**src/rtl/slave_arbiter.sv**
```systemverilog
// ---------------------------------------------------------------------------
// slave_arbiter
//
// Round-robin arbiter sharing one 32-bit slave port among four requesters.
// It drives the select of the slave-side 4:1 data mux and a one-hot grant.
// Each grant is held until the slave acknowledges, or until a watchdog
// revokes it after TIMEOUT_CYCLES busy cycles.
//
// Parameters:
//   TIMEOUT_CYCLES : busy cycles without SLAVE_ACK before the grant is
//                    revoked (0 disables the watchdog)
//
// Ports:
//   CLK         in   system clock, rising edge
//   RST_N       in   asynchronous active-low reset
//   REQ[3:0]    in   level requests; bit i is mux input i (A..D)
//   SLAVE_ACK   in   one-cycle completion strobe from the slave
//   GNT[3:0]    out  one-hot grant, zero while idle
//   SEL_MUX[1:0]out  index of the granted requester (held through idle)
//   SLAVE_REQ   out  transaction strobe, high in every busy cycle
//   BUSY        out  high while a grant is held
//   TIMEOUT_ERR out  one-cycle pulse after a watchdog revocation
//   ERR_ID[1:0] out  requester that last timed out
// ---------------------------------------------------------------------------
module slave_arbiter #(
    parameter int TIMEOUT_CYCLES = 255
) (
    input  logic       CLK,
    input  logic       RST_N,
    input  logic [3:0] REQ,
    input  logic       SLAVE_ACK,
    output logic [3:0] GNT,
    output logic [1:0] SEL_MUX,
    output logic       SLAVE_REQ,
    output logic       BUSY,
    output logic       TIMEOUT_ERR,
    output logic [1:0] ERR_ID
);

    localparam int CNT_W   = (TIMEOUT_CYCLES > 0) ? $clog2(TIMEOUT_CYCLES + 1) : 1;
    localparam int TO_LAST = (TIMEOUT_CYCLES > 0) ? (TIMEOUT_CYCLES - 1) : 0;
    localparam logic [CNT_W-1:0] CNT_LAST = CNT_W'(TO_LAST);
    localparam logic [CNT_W-1:0] CNT_MAX  = '1;
    localparam logic             TO_EN    = (TIMEOUT_CYCLES != 0);

    typedef enum logic {
        ST_IDLE = 1'b0,
        ST_BUSY = 1'b1
    } state_t;

    state_t           r_state;
    logic [1:0]       r_ptr;
    logic [CNT_W-1:0] r_cnt;
    logic [3:0]       r_gnt;
    logic [1:0]       r_sel;
    logic             r_sreq;
    logic             r_busy;
    logic             r_terr;
    logic [1:0]       r_err_id;

    logic [1:0]       w_pick;
    logic             w_timeout;

    // Round-robin pick: first set request scanning ptr, ptr+1, ... mod 4.
    // Scanning from the farthest offset down lets the nearest one win last.
    function automatic logic [1:0] f_rr_pick(input logic [3:0] req, input logic [1:0] ptr);
        logic [1:0] idx;
        logic [1:0] pick;
        pick = ptr;
        for (int k = 3; k >= 0; k--) begin
            idx = ptr + 2'(k);
            if (req[idx]) pick = idx;
        end
        return pick;
    endfunction

    assign w_pick    = f_rr_pick(REQ, r_ptr);
    // Counter holds (number of completed busy cycles); the last allowed
    // busy cycle is the one where it equals TIMEOUT_CYCLES-1.
    assign w_timeout = TO_EN && (r_cnt == CNT_LAST);

    always_ff @(posedge CLK or negedge RST_N) begin
        if (!RST_N) begin
            r_state  <= ST_IDLE;
            r_ptr    <= 2'd0;
            r_cnt    <= '0;
            r_gnt    <= 4'b0000;
            r_sel    <= 2'd0;
            r_sreq   <= 1'b0;
            r_busy   <= 1'b0;
            r_terr   <= 1'b0;
            r_err_id <= 2'd0;
        end else begin
            // Error flag is a single-cycle pulse unless re-armed below.
            r_terr <= 1'b0;
            case (r_state)
                ST_IDLE: begin
                    // SLAVE_ACK is deliberately not looked at here.
                    if (|REQ) begin
                        r_state <= ST_BUSY;
                        r_gnt   <= 4'b0001 << w_pick;
                        r_sel   <= w_pick;
                        r_busy  <= 1'b1;
                        r_sreq  <= 1'b1;
                        r_cnt   <= '0;
                    end else begin
                        r_gnt   <= 4'b0000;
                    end
                end
                ST_BUSY: begin
                    // Saturating count so it can never wrap back to the limit.
                    if (r_cnt != CNT_MAX) r_cnt <= r_cnt + CNT_W'(1);
                    if (SLAVE_ACK || w_timeout) begin
                        r_state <= ST_IDLE;
                        r_gnt   <= 4'b0000;
                        r_busy  <= 1'b0;
                        r_sreq  <= 1'b0;
                        r_ptr   <= r_sel + 2'd1;
                        // ACK takes precedence over a coincident timeout.
                        if (!SLAVE_ACK) begin
                            r_terr   <= 1'b1;
                            r_err_id <= r_sel;
                        end
                    end
                end
                default: r_state <= ST_IDLE;
            endcase
        end
    end

    assign GNT         = r_gnt;
    assign SEL_MUX     = r_sel;
    assign SLAVE_REQ   = r_sreq;
    assign BUSY        = r_busy;
    assign TIMEOUT_ERR = r_terr;
    assign ERR_ID      = r_err_id;

endmodule
```
**config.mk**
```make
export PLATFORM = sky130hd
export DESIGN_NAME = slave_arbiter
export DESIGN_NICKNAME = d
export VERILOG_FILES = /design/src/rtl/slave_arbiter.sv
export SDC_FILE = /design/constraint.sdc
export NUM_CORES = 1
export LEC_CHECK = 0
export ABC_AREA = 1
export CORE_UTILIZATION = 39
export CTS_CLUSTER_SIZE = 30
export DETAILED_ROUTE_END_ITERATION = 16
export DONT_BUFFER_PORTS = 1
export PLACE_DENSITY = 0.55
export SLEW_MARGIN = 10
export SYNTH_ARGS = -nofsm -noshare
export SYNTH_HDL_FRONTEND = slang
export SYNTH_SLANG_ARGS = --single-unit
```
**constraint.sdc**
```tcl
create_clock -name CLK -period 1.41 [get_ports CLK]
set_input_delay 0.282 -clock CLK [delete_from_list [all_inputs] [get_ports CLK]]
set_output_delay 0.282 -clock CLK [all_outputs]
set_load 0.005 [all_outputs]
```
==> impl_metrics.tcl, run 1 <==
set metrics [dict create \
    power_density_mw_per_mm2 2190 \
    synth.most_common_cell "nand2_1" \
    wire_per_inst_um 12.3 \
    post-route-period-util 1.01 \
    crit_arrival_ns 1.68 \
    fin_nets 203 \
    grt_pass1_wl_um 4380 \
    vias 1112 \
    violations "design-rule violations, negative setup slack" \
    synth_common_cells "51 x nand2_1, 21 x dfrtp_1, 14 x inv_1, 14 x o21ai_1, 13 x nor2_1" \
    cts_buffers 3 \
    dpl.hpwl_um 1880 \
    start_kind "register" \
    io_buffers 0 \
    cp.required_ns 1.67 \
    cap_violations 0 \
    async_reset_ff_frac 1.00 \
    syn-mean-instance-area_um2 7.30 \
    htreeDepth 1 \
    cellLeakagePower_nw 0.810 \
    chipHeight_um 57.9 \
    initial_core_util 0.428 \
    diodes 0 \
    min_period_ns 1.43 \
    relSlewSlack 0.386 \
    track_usage 0.168 \
    final_hold_viol_count 0 \
    mappedNetlistNets 176 \
    hp-class "in2reg" \
    gp_congestion 0.863 \
    fmax_mhz 701 \
    synth_top_cell_by_area "dfrtp_1" \
    ys.flop_type "dfrtp_1" \
    grt_pass1_vias 1012 \
    drcViolationCount 2 \
    clock-root-buffer "clkbuf_4" \
    die_w_um 57.9 \
    worstHoldPathCells 1 \
    synth_top_cell_area_share 0.431 \
    cts_tree "yes" \
    multi_input_area_um2 734 \
    fin_ws_ns -0.0167 \
    drt-total-wl_um 2760 \
    core.rowCount 19 \
    rsz0062_at_grt "true" \
    dieArea_mm2 0.00336 \
    ys_ff_latch 21 \
    slew_viol_final 0 \
    clkSinkCount 21 \
    reg2regPathDepth 12 \
    tightestPinTransition_ns 0.919 \
    critPathMaxFanout 6 \
    setup_viol 2 \
    drt_iter0_markers 43 \
    synthToLayoutAreaGrowth_pct 32.9 \
    synthCells 167 \
    status "complete, but fails checks" \
    sequential_cell_area_um2 528 \
    synth_edf_count 0 \
    post-route-cell-area_mm2 0.00162 \
    synth_sequential_area_ratio 0.431 \
    pin_count 18 \
    grt_overflow 0 \
    syn-cell-area_mm2 0.00122 \
    yosysUniqueCellTypes 21 \
    peakVddDrop_mv 0.907 \
    synthTopCellsByArea "dfrtp_1 43%, nand2_1 16%, o21ai_1 5.7%, nand2_2 5.6%, nand3_1 4.5%" \
    fin_tns_setup_ns -0.0215 \
    cts.clk_slew.worst_paths_ns 0.12 \
    end_kind "register" \
    firstDrtPassIters 10 \
    grt_max_degree 22 \
    fillCellCount 282 \
    insertion_delay_ns 0.30 \
    ant_nets 0 \
    viasPerCell 4.96 \
    skew_ns 0.00924 \
    cts_buffer_depth 2 \
    dpl_cell_area_mm2 0.00134 \
    crit_type "reg2reg" \
    drive_above_1_share 0.477 \
    ys_warn_count 0 \
    antenna_found_initial 0 \
    core_mm2 0.00285 \
]
## metrics by stage
stage               hold WS (ns)  utilization  setup slack, ns  total power (W)  instances
global placement         -0.0132        0.469          -0.0322          0.00251        209
finish                    0.0406        0.568          -0.0167          0.00355        224
detailed placement       -0.0132        0.469          -0.0621          0.00254        209
CTS                       0.0319        0.489          0.00355          0.00291        216
floorplan                -0.0136            -           0.0473          0.00213        167
global route              0.0142        0.568           -0.120          0.00385        224
## placed cells by master, fill, tap and decap left out, types with 6 or more instances in the layout
cell type	synthesis	routed
inv_1	14	12
nand2_4	1	7
nor2_1	13	10
inv_2	10	11
dfrtp_1	21	19
buf_4	1	20
o21ai_1	14	13
nand2_1	51	30
nand3_2	2	6
nand2_2	11	26
nand3_1	11	6
## worst max-delay path, stage by stage, from the launching register on
cell,delay (ns)
dfrtp_2,0.48
buf_6,0.16
nand2_2,0.07
nand2_2,0.05
nand2_2,0.07
nand2_2,0.06
nand2_2,0.08
nand2_4,0.07
nand2_4,0.07
nand2_4,0.05
nand2_4,0.08
nand3_2,0.07
nand2_1,0.07
## area by class of cell
type,count,share of cell area
clock inverter,1,0.00309
inverter,25,0.0610
clock buffer,3,0.0139
multi-input combinational,119,0.453
timing repair buffer,24,0.120
tap,31,0.0239
sequential,21,0.326
## timing repair
| action | 4_1_cts | 5_1_grt |
|---|---|---|
| hold buffers | 1 | 0 |
| pin swaps | 1 | 26 |
| resized for setup | 4 | 51 |
| setup buffers | 2 | 8 |
| setup endpoints to repair | 5 | 19 |
| hold endpoints to repair | 21 | 0 |
## layer usage
layer,up-vias,wire (um),global-route usage,part of all wire
met1,511,1280,0.234,0.46
met2,26,1340,0.256,0.48
met5,-,0,0,0
met3,2,129,0.0603,0.047
met4,0,15,0.0306,0.0054
li1,573,-,-,-
## power by group
| part | switching [W] | total (W) | internal (W) |
|---|---|---|---|
| logic | 0.00131 | 0.00227 | 0.000958 |
| clock network | 0.000180 | 0.000286 | 0.000106 |
| registers | 0.000210 | 0.000991 | 0.000781 |
## sequential cells by signal, summed over array words and instances (netlist names)
name and cells:
r_ptr 2, TIMEOUT_ERR 1, ERR_ID 2, r_cnt 8, SEL_MUX 2, r_state 1
BUSY 1, GNT 4
## path summary, 6_finish.rpt
kind / start / to / slack (ns)
max: r_ptr[0]$_DFFE_PN0P_ / GNT[0]$_DFFE_PN0P_ / -0.02
min: SLAVE_ACK / TIMEOUT_ERR$_DFF_PN0_ / 0.04
max reg2reg: r_ptr[0]$_DFFE_PN0P_ / GNT[0]$_DFFE_PN0P_ / -0.02
min reg2reg: GNT[1]$_DFFE_PN0P_ / GNT[1]$_DFFE_PN0P_ / 0.51
max in group asynchronous: RST_N / r_ptr[1]$_DFFE_PN0P_ / 0.24
min in group asynchronous: RST_N / GNT[3]$_DFFE_PN0P_ / 0.54
## cell families after synthesis
| kind of cell | Yosys count | share of synthesized area |
|---|---|---|
| buffers and inverters | 27 | 0.0923 |
| flip-flops | 21 | 0.431 |
| adder cells (fa/ha/maj) | 2 | 0.0205 |
| XOR/XNOR | 1 | 0.00718 |
| AND/OR/NAND/NOR | 94 | 0.353 |
| AO/OA/AOI/OAI | 22 | 0.0964 |
(Power assumes the default switching activity.)
==> run 2, diff against run 1 <==
Settings changed: REMOVE_ABC_BUFFERS set to 1, TNS_END_PERCENT set to 20.
==> run 2 against run 1 <==
The flow still finishes with violations (design-rule violations, negative setup slack). Wire length about the same. Sequential share of layout area up 1.4 points. Non-clock buffer count down 5. Global-route usage up 0.18 points. Sequential cell count unchanged. Via count down 1.4%. Largest power group unchanged. Highest routed layer unchanged.
==> impl_metrics.tcl, run 2 (same netlist as run 1, synthesis figures left out) <==
set metrics [dict create \
    largest_reg_flops 8 \
    clkSinkCount 21 \
    post-route-period-util 1.02 \
    cts_buffer_depth 2 \
    fmax_mhz 697 \
    grt_pass1_vias 971 \
    startpoint "r_ptr[0]$_DFFE_PN0P_" \
    initial_core_util 0.428 \
    peakVddDrop_mv 1.43 \
    htreeDepth 1 \
    gp_congestion 0.905 \
    die_w_um 57.9 \
    dpl.hpwl_um 1980 \
    status "complete, but fails checks" \
    start_kind "register" \
    fin_nets 198 \
    grt_max_degree 22 \
    dieArea_mm2 0.00336 \
    final_cell_mix "35 x nand2_1, 22 x nand2_2, 18 x dfrtp_1" \
    crit_type "reg2reg" \
    cp.required_ns 1.62 \
    vias 1096 \
    grt_overflow 0 \
    diodes 0 \
    finalPower_w 0.00342 \
    core.rowCount 19 \
    critPathMaxFanout 4 \
    hp-start "SLAVE_ACK" \
    final_common_cell "nand2_1" \
    violations "design-rule violations, negative setup slack" \
    ant_nets 0 \
    cap_violations 0 \
    power_density_mw_per_mm2 2200 \
    synthToLayoutAreaGrowth_pct 27.6 \
    drive_above_1_share 0.426 \
    hp-class "in2reg" \
    final_hold_viol_count 0 \
    insertion_delay_ns 0.30 \
    slew_viol_final 0 \
    skew_ns 0.00166 \
    rsz0062_at_grt "true" \
    drt_iter0_markers 48 \
    cellLeakagePower_nw 0.786 \
    io_buffers 0 \
    relSlewSlack 0.373 \
    place_ws_ns -0.124 \
    drt-total-wl_um 2760 \
    setup_viol 5 \
    cts_tree "yes" \
    regMostFlops "r_cnt" \
    clock-root-buffer "clkbuf_4" \
    core_mm2 0.00285 \
    fillCellCount 264 \
    drcViolationCount 2 \
    cts.clk_slew.worst_paths_ns 0.12 \
    firstDrtPassIters 10 \
    viasPerCell 5.00 \
    antenna_found_initial 0 \
    r2r_start "r_ptr[0]$_DFFE_PN0P_" \
    fin_ws_ns -0.0256 \
    end_kind "register" \
    rrSetupSlack_ns -0.03 \
    whs_ns 0.0316 \
    chipHeight_um 57.9 \
    wire_per_inst_um 12.6 \
    min_period_ns 1.44 \
    crit_arrival_ns 1.65 \
    grt_pass1_wl_um 4330 \
    track_usage 0.170 \
    cts_buffers 3 \
    tightestPinTransition_ns 0.940 \
    pin_count 18 \
    fin_tns_setup_ns -0.104 \
]
## run 2: cell count changes in the layout (fill, tap and decap cells not counted), sizes merged
| cell | delta |
|---|---|
| inv | -1 |
| dlygate4sd3 | -1 |
| clkinv | +1 |
| buf | -5 |
| dlymetal6s4s | +1 |
## run 2: stage by stage
step,cell area [um^2],instances,utilization
detailed placement,1340,209,0.469
global placement,1340,209,0.469
global route,1560,219,0.546
CTS,1410,216,0.493
finish,1560,219,0.546
floorplan,1200,165,-
## run 2: layer usage
| layer | part of all wire | GRT usage | up-vias |
|---|---|---|---|
| li1 | - | - | 563 |
| met1 | 0.49 | 0.246 | 509 |
| met2 | 0.45 | 0.251 | 22 |
| met3 | 0.050 | 0.0558 | 2 |
| met4 | 0.0051 | 0.0306 | 0 |
| met5 | 0 | 0 | - |
## run 2: what timing repair did
action,4_1_cts,5_1_grt
gates cloned,0,0
resized for setup,2,42
endpoints found under the hold margin,21,0
buffers inserted,2,3
pin swaps,0,13
hold buffers,1,0
endpoints found under the setup margin,7,19
## run 2: worst max-delay path, stage by stage, from the launching register on
cell	delay (ns)
dfrtp_2	0.48
buf_12	0.15
o21ai_4	0.14
nand2_2	0.07
nand2_2	0.06
nand2_2	0.06
nand2_4	0.09
nand2_4	0.06
nand2_2	0.06
nand2_2	0.05
nand3_1	0.07
nand2_1	0.05
## run 2: path summary, 6_finish.rpt
path | endpoint | cells past startpoint
max in group asynchronous | r_cnt[2]$_DFFE_PN0P_ | 1
max | GNT[3]$_DFFE_PN0P_ | 11
min reg2reg | GNT[3]$_DFFE_PN0P_ | 2
max reg2reg | GNT[3]$_DFFE_PN0P_ | 11
min | TIMEOUT_ERR$_DFF_PN0_ | 1
min in group asynchronous | r_ptr[0]$_DFFE_PN0P_ | 1
## run 2: area by class of cell
cell class | instances | area, um^2 | area share
Tap cell | 31 | 38.8 | 0.0249
Multi-Input combinational cell | 119 | 693 | 0.445
Clock buffer | 3 | 22.5 | 0.0145
Inverter | 25 | 100 | 0.0643
Sequential cell | 21 | 529 | 0.340
Clock inverter | 1 | 5.00 | 0.00322
Timing Repair Buffer | 19 | 168 | 0.108
## run 2: report_power, final
part           switching (W)  internal [W]
Sequential          0.000226      0.000783
Combinational        0.00123      0.000890
Clock               0.000185      0.000106
==> run 3, diff against run 2 <==
Settings changed: CAP_MARGIN set to 15.
==> results of run 3 <==
No change in the layout: final DEF, timing and power equal those of run 2.
